File: src/rtl/multicycle_ctrl_pkg.sv
// rtl/multicycle_ctrl_pkg.sv - shared states, opcodes and datapath select encodings for multicycle_ctrl
package multicycle_ctrl_pkg;

  typedef enum logic [3:0] {
    S_FETCH,
    S_DECODE,
    S_MEMADR,
    S_MEMREAD,
    S_MEMWB,
    S_MEMWRITE,
    S_EXECR,
    S_EXECI,
    S_ALUWB,
    S_BEQ,
    S_ERROR
  } state_t;

  localparam logic [6:0] OP_LOAD   = 7'b0000011;
  localparam logic [6:0] OP_STORE  = 7'b0100011;
  localparam logic [6:0] OP_RTYPE  = 7'b0110011;
  localparam logic [6:0] OP_ITYPE  = 7'b0010011;
  localparam logic [6:0] OP_BRANCH = 7'b1100011;

  localparam logic [1:0] ALU_ADD = 2'd0;
  localparam logic [1:0] ALU_SUB = 2'd1;
  localparam logic [1:0] ALU_AND = 2'd2;
  localparam logic [1:0] ALU_OR  = 2'd3;

  localparam logic [1:0] IMM_I = 2'd0;
  localparam logic [1:0] IMM_S = 2'd1;
  localparam logic [1:0] IMM_B = 2'd2;

  localparam logic [1:0] SRCA_PC    = 2'd0;
  localparam logic [1:0] SRCA_OLDPC = 2'd1;
  localparam logic [1:0] SRCA_RS1   = 2'd2;

  localparam logic [1:0] SRCB_RS2  = 2'd0;
  localparam logic [1:0] SRCB_IMM  = 2'd1;
  localparam logic [1:0] SRCB_FOUR = 2'd2;

  localparam logic [1:0] RES_ALUREG = 2'd0;
  localparam logic [1:0] RES_DATA   = 2'd1;
  localparam logic [1:0] RES_ALUOUT = 2'd2;

endpackage

File: src/rtl/multicycle_ctrl_alu_decoder.sv
// rtl/multicycle_ctrl_alu_decoder.sv - funct3/funct7b5 to ALU operation decode with illegal flag
module alu_decoder
  import multicycle_ctrl_pkg::*;
(
  input  logic [6:0] op,
  input  logic [2:0] funct3,
  input  logic       funct7b5,
  output logic [1:0] alu_ctrl,
  output logic       illegal
);

  // Bit 30 only selects subtract for register-register ops; addi ignores it.
  always_comb begin
    alu_ctrl = ALU_ADD;
    illegal  = 1'b0;
    case (funct3)
      3'b000:  alu_ctrl = ((op == OP_RTYPE) && funct7b5) ? ALU_SUB : ALU_ADD;
      3'b110:  alu_ctrl = ALU_OR;
      3'b111:  alu_ctrl = ALU_AND;
      default: illegal  = 1'b1;
    endcase
  end

endmodule

File: src/rtl/multicycle_ctrl.sv
// rtl/multicycle_ctrl.sv - multicycle RISC-V control FSM
// MULTICYCLE_CTRL_MEM_WAIT_EN: honour mem_ready and the WAIT_MAX watchdog; otherwise memory is single-cycle.
module multicycle_ctrl
  import multicycle_ctrl_pkg::*;
#(
  parameter int WAIT_MAX = 15
) (
  input  logic       clk,
  input  logic       rst,
  input  logic [6:0] op,
  input  logic [2:0] funct3,
  input  logic       funct7b5,
  input  logic       zero,
  input  logic       mem_ready,
  output logic       mem_req,
  output logic       mem_we,
  output logic       adr_src,
  output logic       ir_we,
  output logic       pc_we,
  output logic       reg_we,
  output logic [1:0] imm_src,
  output logic [1:0] alu_src_a,
  output logic [1:0] alu_src_b,
  output logic [1:0] alu_ctrl,
  output logic [1:0] result_src,
  output logic       err
);

  state_t     state_q, state_d, fsm_next;
  logic [1:0] dec_alu_ctrl;
  logic       dec_illegal;
  logic       mem_ready_eff;

  alu_decoder u_alu_decoder (
    .op       (op),
    .funct3   (funct3),
    .funct7b5 (funct7b5),
    .alu_ctrl (dec_alu_ctrl),
    .illegal  (dec_illegal)
  );

`ifdef MULTICYCLE_CTRL_MEM_WAIT_EN
  logic [7:0] wait_q, wait_d;
  logic       mem_access;
  logic       timeout;

  assign mem_ready_eff = mem_ready;
  assign mem_access    = (state_q == S_FETCH) || (state_q == S_MEMREAD) || (state_q == S_MEMWRITE);
  // A late mem_ready on the limit cycle still completes the access normally.
  assign timeout       = mem_access && !mem_ready && (wait_q == 8'(WAIT_MAX));
  assign state_d       = timeout ? S_ERROR : fsm_next;

  always_comb begin
    wait_d = 8'd0;
    if ((state_d == state_q) && mem_access && !mem_ready) begin
      wait_d = wait_q + 8'd1;
    end
  end

  always_ff @(posedge clk or negedge rst) begin
    if (!rst) begin
      wait_q <= 8'd0;
    end else begin
      wait_q <= wait_d;
    end
  end
`else
  logic       unused_mem_ready;
  logic [7:0] unused_wait_max;

  assign mem_ready_eff    = 1'b1;
  assign state_d          = fsm_next;
  assign unused_mem_ready = mem_ready;
  assign unused_wait_max  = 8'(WAIT_MAX);
`endif

  always_ff @(posedge clk or negedge rst) begin
    if (!rst) begin
      state_q <= S_FETCH;
    end else begin
      state_q <= state_d;
    end
  end

  always_comb begin
    fsm_next   = state_q;
    mem_req    = 1'b0;
    mem_we     = 1'b0;
    adr_src    = 1'b0;
    ir_we      = 1'b0;
    pc_we      = 1'b0;
    reg_we     = 1'b0;
    imm_src    = IMM_I;
    alu_src_a  = SRCA_PC;
    alu_src_b  = SRCB_RS2;
    alu_ctrl   = ALU_ADD;
    result_src = RES_ALUREG;
    err        = 1'b0;
    case (state_q)
      S_FETCH: begin
        mem_req    = 1'b1;
        alu_src_b  = SRCB_FOUR;
        result_src = RES_ALUOUT;
        ir_we      = mem_ready_eff;
        pc_we      = mem_ready_eff;
        if (mem_ready_eff) fsm_next = S_DECODE;
      end
      S_DECODE: begin
        alu_src_a = SRCA_OLDPC;
        alu_src_b = SRCB_IMM;
        imm_src   = IMM_B;
        case (op)
          OP_LOAD, OP_STORE: fsm_next = S_MEMADR;
          OP_RTYPE:          fsm_next = S_EXECR;
          OP_ITYPE:          fsm_next = S_EXECI;
          OP_BRANCH:         fsm_next = S_BEQ;
          default:           fsm_next = S_ERROR;
        endcase
      end
      S_MEMADR: begin
        alu_src_a = SRCA_RS1;
        alu_src_b = SRCB_IMM;
        imm_src   = (op == OP_STORE) ? IMM_S : IMM_I;
        fsm_next  = (op == OP_STORE) ? S_MEMWRITE : S_MEMREAD;
      end
      S_MEMREAD: begin
        mem_req = 1'b1;
        adr_src = 1'b1;
        if (mem_ready_eff) fsm_next = S_MEMWB;
      end
      S_MEMWB: begin
        result_src = RES_DATA;
        reg_we     = 1'b1;
        fsm_next   = S_FETCH;
      end
      S_MEMWRITE: begin
        mem_req = 1'b1;
        mem_we  = 1'b1;
        adr_src = 1'b1;
        if (mem_ready_eff) fsm_next = S_FETCH;
      end
      S_EXECR, S_EXECI: begin
        alu_src_a = SRCA_RS1;
        alu_src_b = (state_q == S_EXECR) ? SRCB_RS2 : SRCB_IMM;
        alu_ctrl  = dec_alu_ctrl;
        fsm_next  = dec_illegal ? S_ERROR : S_ALUWB;
      end
      S_ALUWB: begin
        reg_we   = 1'b1;
        fsm_next = S_FETCH;
      end
      S_BEQ: begin
        alu_src_a = SRCA_RS1;
        alu_ctrl  = ALU_SUB;
        if (funct3 == 3'b000) begin
          pc_we    = zero;
          fsm_next = S_FETCH;
        end else begin
          fsm_next = S_ERROR;
        end
      end
      S_ERROR: err = 1'b1;
      default: fsm_next = S_ERROR;
    endcase
    // While reset is held FETCH selects stay visible but nothing is loaded or requested.
    if (!rst) begin
      mem_req = 1'b0;
      ir_we   = 1'b0;
      pc_we   = 1'b0;
    end
  end

endmodule

File: config.mk
export PLATFORM = sky130hd
export DESIGN_NAME = multicycle_ctrl
export DESIGN_NICKNAME = d
export VERILOG_FILES = /design/src/rtl/multicycle_ctrl_pkg.sv /design/src/rtl/multicycle_ctrl_alu_decoder.sv /design/src/rtl/multicycle_ctrl.sv
export SDC_FILE = /design/constraint.sdc
export NUM_CORES = 1
export LEC_CHECK = 0
export CAP_MARGIN = 10
export CORE_MARGIN = 1.5
export CORE_UTILIZATION = 38
export CTS_BUF_LIST = sky130_fd_sc_hd__clkbuf_8
export DETAILED_ROUTE_END_ITERATION = 10
export GPL_TIMING_DRIVEN = 0
export PLACE_DENSITY_LB_ADDON = 0.1
export SLEW_MARGIN = 10
export SYNTH_ARGS = -nofsm -noshare
export SYNTH_HDL_FRONTEND = slang
export SYNTH_SLANG_ARGS = --single-unit
File: constraint.sdc
create_clock -name clk -period 2.1 [get_ports clk]
set_input_delay 0.63 -clock clk [delete_from_list [all_inputs] [get_ports clk]]
set_output_delay 0.63 -clock clk [all_outputs]
set_load 0.02 [all_outputs]
==> reports/results.md <==
| Quantity | Reported |
|---|---|
| Status | finished, violations left |
| Sequence of cells on the critical path | buf_2, or3_4, nor3_4, a21oi_1, nor2b_2, buf_6 |
| Violations in the final reports | setup timing |
| Switching power as a share of total power | 48.79% |
| RD Place Congestion | 0.8441 |
| Data required time at the worst endpoint | 1.47 ns |
| Die span in y | 40.45 um |
| Fraction of final layout cells sized beyond drive strength 1 | 50.44% |
| Core area | 1301 um2 |
| Startpoint Class | input port |
| Vias/cell | 5.609 |
| Post-Syn Nets | 88 |
| Worst max-slew margin expressed relative to the limit | 76.85% |
| Horizontal die dimension | 40.45 um |
| Clock tree from TritonCTS | done |
| Synth async-reset ratio | 100.0% |
| Highest-delay cell along the critical path | sky130_fd_sc_hd__or3_4 |
| Worst IR Drop VDD | 723.5 uV |
| Fraction of power consumed by the clock network | 12.7% |
| Avg Cell Area, Syn | 7.302 um2 |
| Routed wire length | 1870 um |
| Skew-Pair Late Insertion Delay | 0.23 ns |
| Worst Path Buf+Inv | 2 |
| Count of mapped cells out of synthesis | 73 |
| Maximum fanout count along the critical path | 5 |
| Max FFs per register | 4 |
| Yosys Warn Count | 0 |
| Most area-hungry cell type in the Yosys netlist | sky130_fd_sc_hd__dfrtp_1 |
| Sequential-to-total area share from yosys stat | 18.78% |
| Area of the die | 1636 um2 |
| Area share of the largest cell type after synthesis | 18.78% |
| Total routing resource utilization after global routing | 26.22% |
| Max Cap Viol | 0 |
| H-tree depth reported by CTS | 1 |
| Deepest clock path buffer count | 2 |
| Cts bufs inserted | 3 |
| Flop pwr share | 12.0% |
| Cell Int Power | 688.3 uW |
| Number of placement rows | 13 |
| Largest delay share family, worst path | simple AND/OR/NAND/NOR gates |
| Net load switching power | 655.6 uW |
| Distinct cell type count of the synthesized netlist | 33 |
| Antenna-violating nets left | 0 |
| Drc violations | 0 |
| Most numerous cell types in the synthesized netlist | sky130_fd_sc_hd__nor2_1, sky130_fd_sc_hd__a21oi_1, sky130_fd_sc_hd__buf_4, sky130_fd_sc_hd__nand2b_1 |
| Number of clock sinks | 4 |
| Combinational share of power | 75.4% |
| Routed length per instance | 14.61 um |
| Slack of the critical path | -0.1810 ns |
| Setup violators final | 3 |
| Clock-pin transition on the worst setup and hold timing paths | 0.04 ns |
| Nets@finish | 130 |
| Setup repair after global routing missed its margin | true |
| Delay of the slowest cell on the worst path | 0.40 ns |
| Post-route minimum period | 2.281 ns |
| Post-DP HPWL | 1076 um |
| Initial standard-cell utilization of the core | 40.96% |
| Register with the most flip-flops | state_q |
| Levels on crit path | 6 |
| Placed cells | 118 |
| Largest registers in the final layout | state_q (4) |
| Worst endpoint data arrival time | 1.65 ns |
| Class of the most critical hold timing path | in2async |
| Via count of the first global-routing pass | 628 |
| Number of iterations in the first detailed-routing pass | 4 |
| Most frequently used cell type in the post-synthesis netlist | sky130_fd_sc_hd__nor2_1 |
| GRT Residual Overflow | 0 |
| Antenna Diode Count | 0 |
| Worst Clk Skew | 0.007228 ns |
| Number of primary I/O pins | 32 |
| Slew at the pin closest to its max-slew limit | 0.3472 ns |
| Total power after layout | 1.344 mW |
| Summed instance area of the synthesized netlist | 533.0 um2 |
| Global-route wire length before repair | 2787 um |
| Share of the clock period used by the worst path | 108.6% |
| Power Density | 1338 nW/um2 |
| Buffers on Ports | 30 |
| DR iter-0 viols | 19 |
| Dominant synthesized flop cell | sky130_fd_sc_hd__dfrtp_1 |
| Number of endpoints with negative hold slack in the final report | 0 |
| Reg2Reg Depth | 5 |
| Critical Setup Path Class | in2out |
| Kind of capture point of the worst setup path | output port |
| Synth top area cells | sky130_fd_sc_hd__dfrtp_1, sky130_fd_sc_hd__buf_4, sky130_fd_sc_hd__a21oi_1 |
| Number of flops mapped to enable cells by yosys | 0 |
| #FFs+latches synth | 4 |
| Antenna violations before repair | 0 |
| Setup TNS | -0.2927 ns |
| Non-filler instance count after layout | 128 |
| Routed vias | 718 |
| P_leak | 0.4506 nW |
| Maximum number of pins on one net before global-route repair | 11 |
| Number of slew-limit violations in the final report | 0 |
| Peak clock frequency supported by timing | 438.4 MHz |
| Root Buffer | sky130_fd_sc_hd__clkbuf_8 |
| Layout overhead on the synthesized area | 88.50% |
| FF-to-FF setup slack | 0.70 ns |
| Total of fill cells in the finished design | 108 |
-- final timing paths --
path,start,end
worst max-delay path,funct3[1],pc_we
worst min-delay path,rst,state_q[2]
worst max register to register,state_q[3],state_q[1]
worst min register to register,state_q[2],state_q[2]
max in group asynchronous,rst,state_q[0]
min in group clk,state_q[2],state_q[2]
-- worst register-to-register path: stages, from the launching register on --
cell and delay, ns:
sky130_fd_sc_hd__dfrtp_1 0.39, sky130_fd_sc_hd__buf_4 0.14, sky130_fd_sc_hd__buf_4 0.13, sky130_fd_sc_hd__or3b_1 0.39, sky130_fd_sc_hd__o22ai_1 0.12, sky130_fd_sc_hd__o21ai_1 0.09
-- per-layer routing --
layer	vias to the layer above	wire (um)	GRT usage, %
met4	0	58	15.00
met1	342	773	30.16
met5	-	0	0
li1	341	-	-
met2	29	945	46.03
met3	6	92	2.778
-- per-stage QoR --
stage	utilization, %	area (um2)	hold slack, ns	setup WS [ns]
3_5_place_dp	66.54	865.8	0.6597	-0.9829
3_3_place_gp	66.54	865.8	0.6655	-0.9834
6_report	77.21	1005	0.3651	-0.1810
5_1_grt	77.21	1005	0.3897	-0.2248
2_1_floorplan	-	546.8	0.3344	-0.009778
4_1_cts	74.81	973.4	0.3896	-0.1746
-- cells in the final DEF, fill, tap and decap left out, types with 4 or more instances in the layout --
cell                            synthesis  layout
sky130_fd_sc_hd__nor2_1                 8       6
sky130_fd_sc_hd__buf_2                  1       7
sky130_fd_sc_hd__buf_4                  5      15
sky130_fd_sc_hd__nand2b_1               5       4
sky130_fd_sc_hd__a21oi_1                7       5
sky130_fd_sc_hd__buf_6                  2       9
sky130_fd_sc_hd__dlygate4sd2_1          0       7
-- repair_timing --
action | 4_1_cts | 5_1_grt
setup buffers | 6 | 1
pin swaps | 10 | 4
gates resized for setup | 102 | 19
hold buffers | 0 | 0
endpoints found under the setup margin | 17 | 13
-- cell type report --
cell class,instances,area (um2),area share (%)
Timing Repair Buffer,37,297.8,29.64
Buffer,8,68.82,6.849
Sequential cell,4,101.3,10.09
Multi-Input combinational cell,60,473.0,47.07
Inverter,1,3.754,0.3736
Tap cell,15,18.77,1.868
Clock buffer,3,41.29,4.110
-- cells by family after synthesis --
family          synth area share (%)
simple gates                   45.54
compound gates                 19.25
buf+inv                        12.91
flops                          18.78
xor+xnor                       1.643
mux                            1.878
-- power by group through the flow --
stage,clock [mW],sequential (mW),combinational [mW]
2_1_floorplan,0,0.141,0.595
3_3_place_gp,0,0.153,0.871
3_5_place_dp,0,0.154,0.875
4_1_cts,0.160,0.158,0.916
5_1_grt,0.178,0.164,1.09
6_report,0.170,0.161,1.01
Power figures use the tool's default switching activity.
==> variant, RTL diff (same flow settings) <==
Encoding of `state_t`: now one-hot (11 bits for 11 states).
--- a/src/rtl/multicycle_ctrl_pkg.sv
+++ b/src/rtl/multicycle_ctrl_pkg.sv
@@ -1,18 +1,18 @@
 // rtl/multicycle_ctrl_pkg.sv - shared states, opcodes and datapath select encodings for multicycle_ctrl
 package multicycle_ctrl_pkg;
 
-  typedef enum logic [3:0] {
-    S_FETCH,
-    S_DECODE,
-    S_MEMADR,
-    S_MEMREAD,
-    S_MEMWB,
-    S_MEMWRITE,
-    S_EXECR,
-    S_EXECI,
-    S_ALUWB,
-    S_BEQ,
-    S_ERROR
+  typedef enum logic [10:0] {
+    S_FETCH    = 11'b00000000001,
+    S_DECODE   = 11'b00000000010,
+    S_MEMADR   = 11'b00000000100,
+    S_MEMREAD  = 11'b00000001000,
+    S_MEMWB    = 11'b00000010000,
+    S_MEMWRITE = 11'b00000100000,
+    S_EXECR    = 11'b00001000000,
+    S_EXECI    = 11'b00010000000,
+    S_ALUWB    = 11'b00100000000,
+    S_BEQ      = 11'b01000000000,
+    S_ERROR    = 11'b10000000000
   } state_t;
 
   localparam logic [6:0] OP_LOAD   = 7'b0000011;
Check against the original RTL: no difference found for any inputs over 10 cycles, from zero or initial values and one cycle with rst low; not proved beyond that.
==> variant against the original RTL <==
  * The run still ends with negative setup slack left
  * Sequential cell count is 7 higher
  * Register-to-register slack worse by 770 ps
  * Final area is 79% higher
  * Setup slack worse by 560 ps
  * Routed wire length is 110% higher
  * Synthesized area is 56% higher
  * Cell count is 51% higher
  * Non-clock buffer count is 28 higher
  * Die area is 52% higher
  * Critical endpoint is now alu_ctrl[0]
Power is left out: it rests on default switching activity, and per cell area and clock period it moved more than threefold.
==> variant: results (changes against the original RTL) <==
largest net degree at the start of global routing 15 (+4); count of non-filler cells in the finished layout 193 (+51%); CP max FO 10 (+5); Synth area leaders dfrtp_1 30%, nor4_1 6.0%, nor2_1 5.0%; final setup skew 2.390 ps (-4.838 ps); Total GRT Usage 0.3017 (+0.03953); synthesized area per cell 8.865 µm² (+21%); final setup fails 18 (+15); Slowest-stage cell, CP or4_4; worst hold path class flop to flop; vias in the first global route 1,146 (+82%); post-synthesis cell type count 39 (+18%); proportion of synthesized chip area in sequential cells 0.3318 (+0.1440); Post-synth top cells 11 x nor2_1, 10 x dfrtp_1, 8 x nor4_1, 6 x nand2b_1, 4 x nor3_1; placed insts 151 (+28%); Root Buffer clkbuf_8; Worst-Margin Slew 653.4 ps (+306.1 ps); syn_nets 109 (+24%); failing checks negative setup slack; PnR worst setup slack -740.5 ps (-559.4 ps); via count 1,150 (+60%); layout cells sized above 1 0.6566 (+0.1522); crit-path max cell delay 620 ps (+220 ps); first-pass GRT wire length 5.602 mm (+100%); DR iter-0 viols 31 (+12); number of nets in the layout 182 (+40%); largest registers state_q: 11 flops; hpwl dp 1.632 mm (+52%); status complete, but fails checks; RePlAce Congestion 0.7455 (-12%)
[variant: cell count changes in the layout (fill, tap and decap cells not counted), sizes merged, moves of 3 or more]
cell,unedited run,this run
dlygate4sd2,7,1
inv,1,4
a21oi,7,3
clkdlybuf4s50,1,8
or4,0,4
dfrtp,4,10
buf,31,62
clkdlybuf4s15,3,0
nor4,0,10
[variant: layout make-up]
type / instances / area [µm²]
inverter: 3 / 11.26
sequential: 11 / 280.3
multi-input combinational: 75 / 750.7
clock buffer: 3 / 41.29
fill: 92 / 220.2
clock inverter: 1 / 3.754
timing repair buffer: 70 / 640.6
buffer: 3 / 40.04
tap: 27 / 33.78
[variant: stage by stage]
| stage | worst slack [ps] | setup TNS, ps | instance area, µm² | util | hold slack [ps] |
|---|---|---|---|---|---|
| 2_1_floorplan | -391.2 | -3241 | 905.9 | - | 334.4 |
| 3_3_place_gp | -1234 | -13180 | 1240 | 0.6132 | 686.6 |
| 3_5_place_dp | -1273 | -13480 | 1240 | 0.6132 | 691.9 |
| 4_1_cts | -657.2 | -7804 | 1730 | 0.8558 | 726.1 |
| 5_1_grt | -801.5 | -9776 | 1802 | 0.8911 | 757.8 |
| 6_report | -740.5 | -9101 | 1802 | 0.8911 | 736.2 |
[variant: kinds of logic (layout without fill, tap and decap cells)]
| family | after synthesis | after routing | synth area share |
|---|---|---|---|
| XOR/XNOR | 3 | 3 | 0.03154 |
| buffers and inverters | 8 | 80 | 0.05405 |
| AO/OA/AOI/OAI | 16 | 16 | 0.1381 |
| AND/OR/NAND/NOR | 56 | 56 | 0.4445 |
| flip-flops | 11 | 11 | 0.3318 |
[variant: timing repair]
action                                  in CTS  in global routing
endpoints found under the setup margin      17                 19
gates cloned                                 1                  0
buffers inserted                            37                 10
gates resized for setup                    155                 19
pin swaps                                   24                 10
[variant: per-layer routing]
layer | part of all wire | track usage | vias to the layer above
li1 | - | - | 502
met1 | 0.42 | 0.3423 | 578
met2 | 0.52 | 0.5578 | 60
met3 | 0.041 | 0.03030 | 10
met4 | 0.021 | 0.1435 | 0
met5 | 0 | 0 | -
[variant: path summary, 6_finish.rpt]
path | start | endpoint | slack [ps] | cells after the start
max in group asynchronous | rst | state_q[6] | 850 | 1
max | state_q[1] | alu_ctrl[0] | -740 | 4
min in group asynchronous | rst | state_q[1] | 790 | 1
min | state_q[6] | state_q[1] | 740 | 3
min reg2reg | state_q[6] | state_q[1] | 740 | 3
max reg2reg | state_q[1] | state_q[10] | -70 | 5
[variant: worst reg2reg max path, delay by kind of cell (launching register included)]
kind                   cells  cell delay (ps)
AOI/OAI and AO/OA          1               80
buffers and inverters      1              120
DFF                        1              570
and+or+nand+nor            3             1270
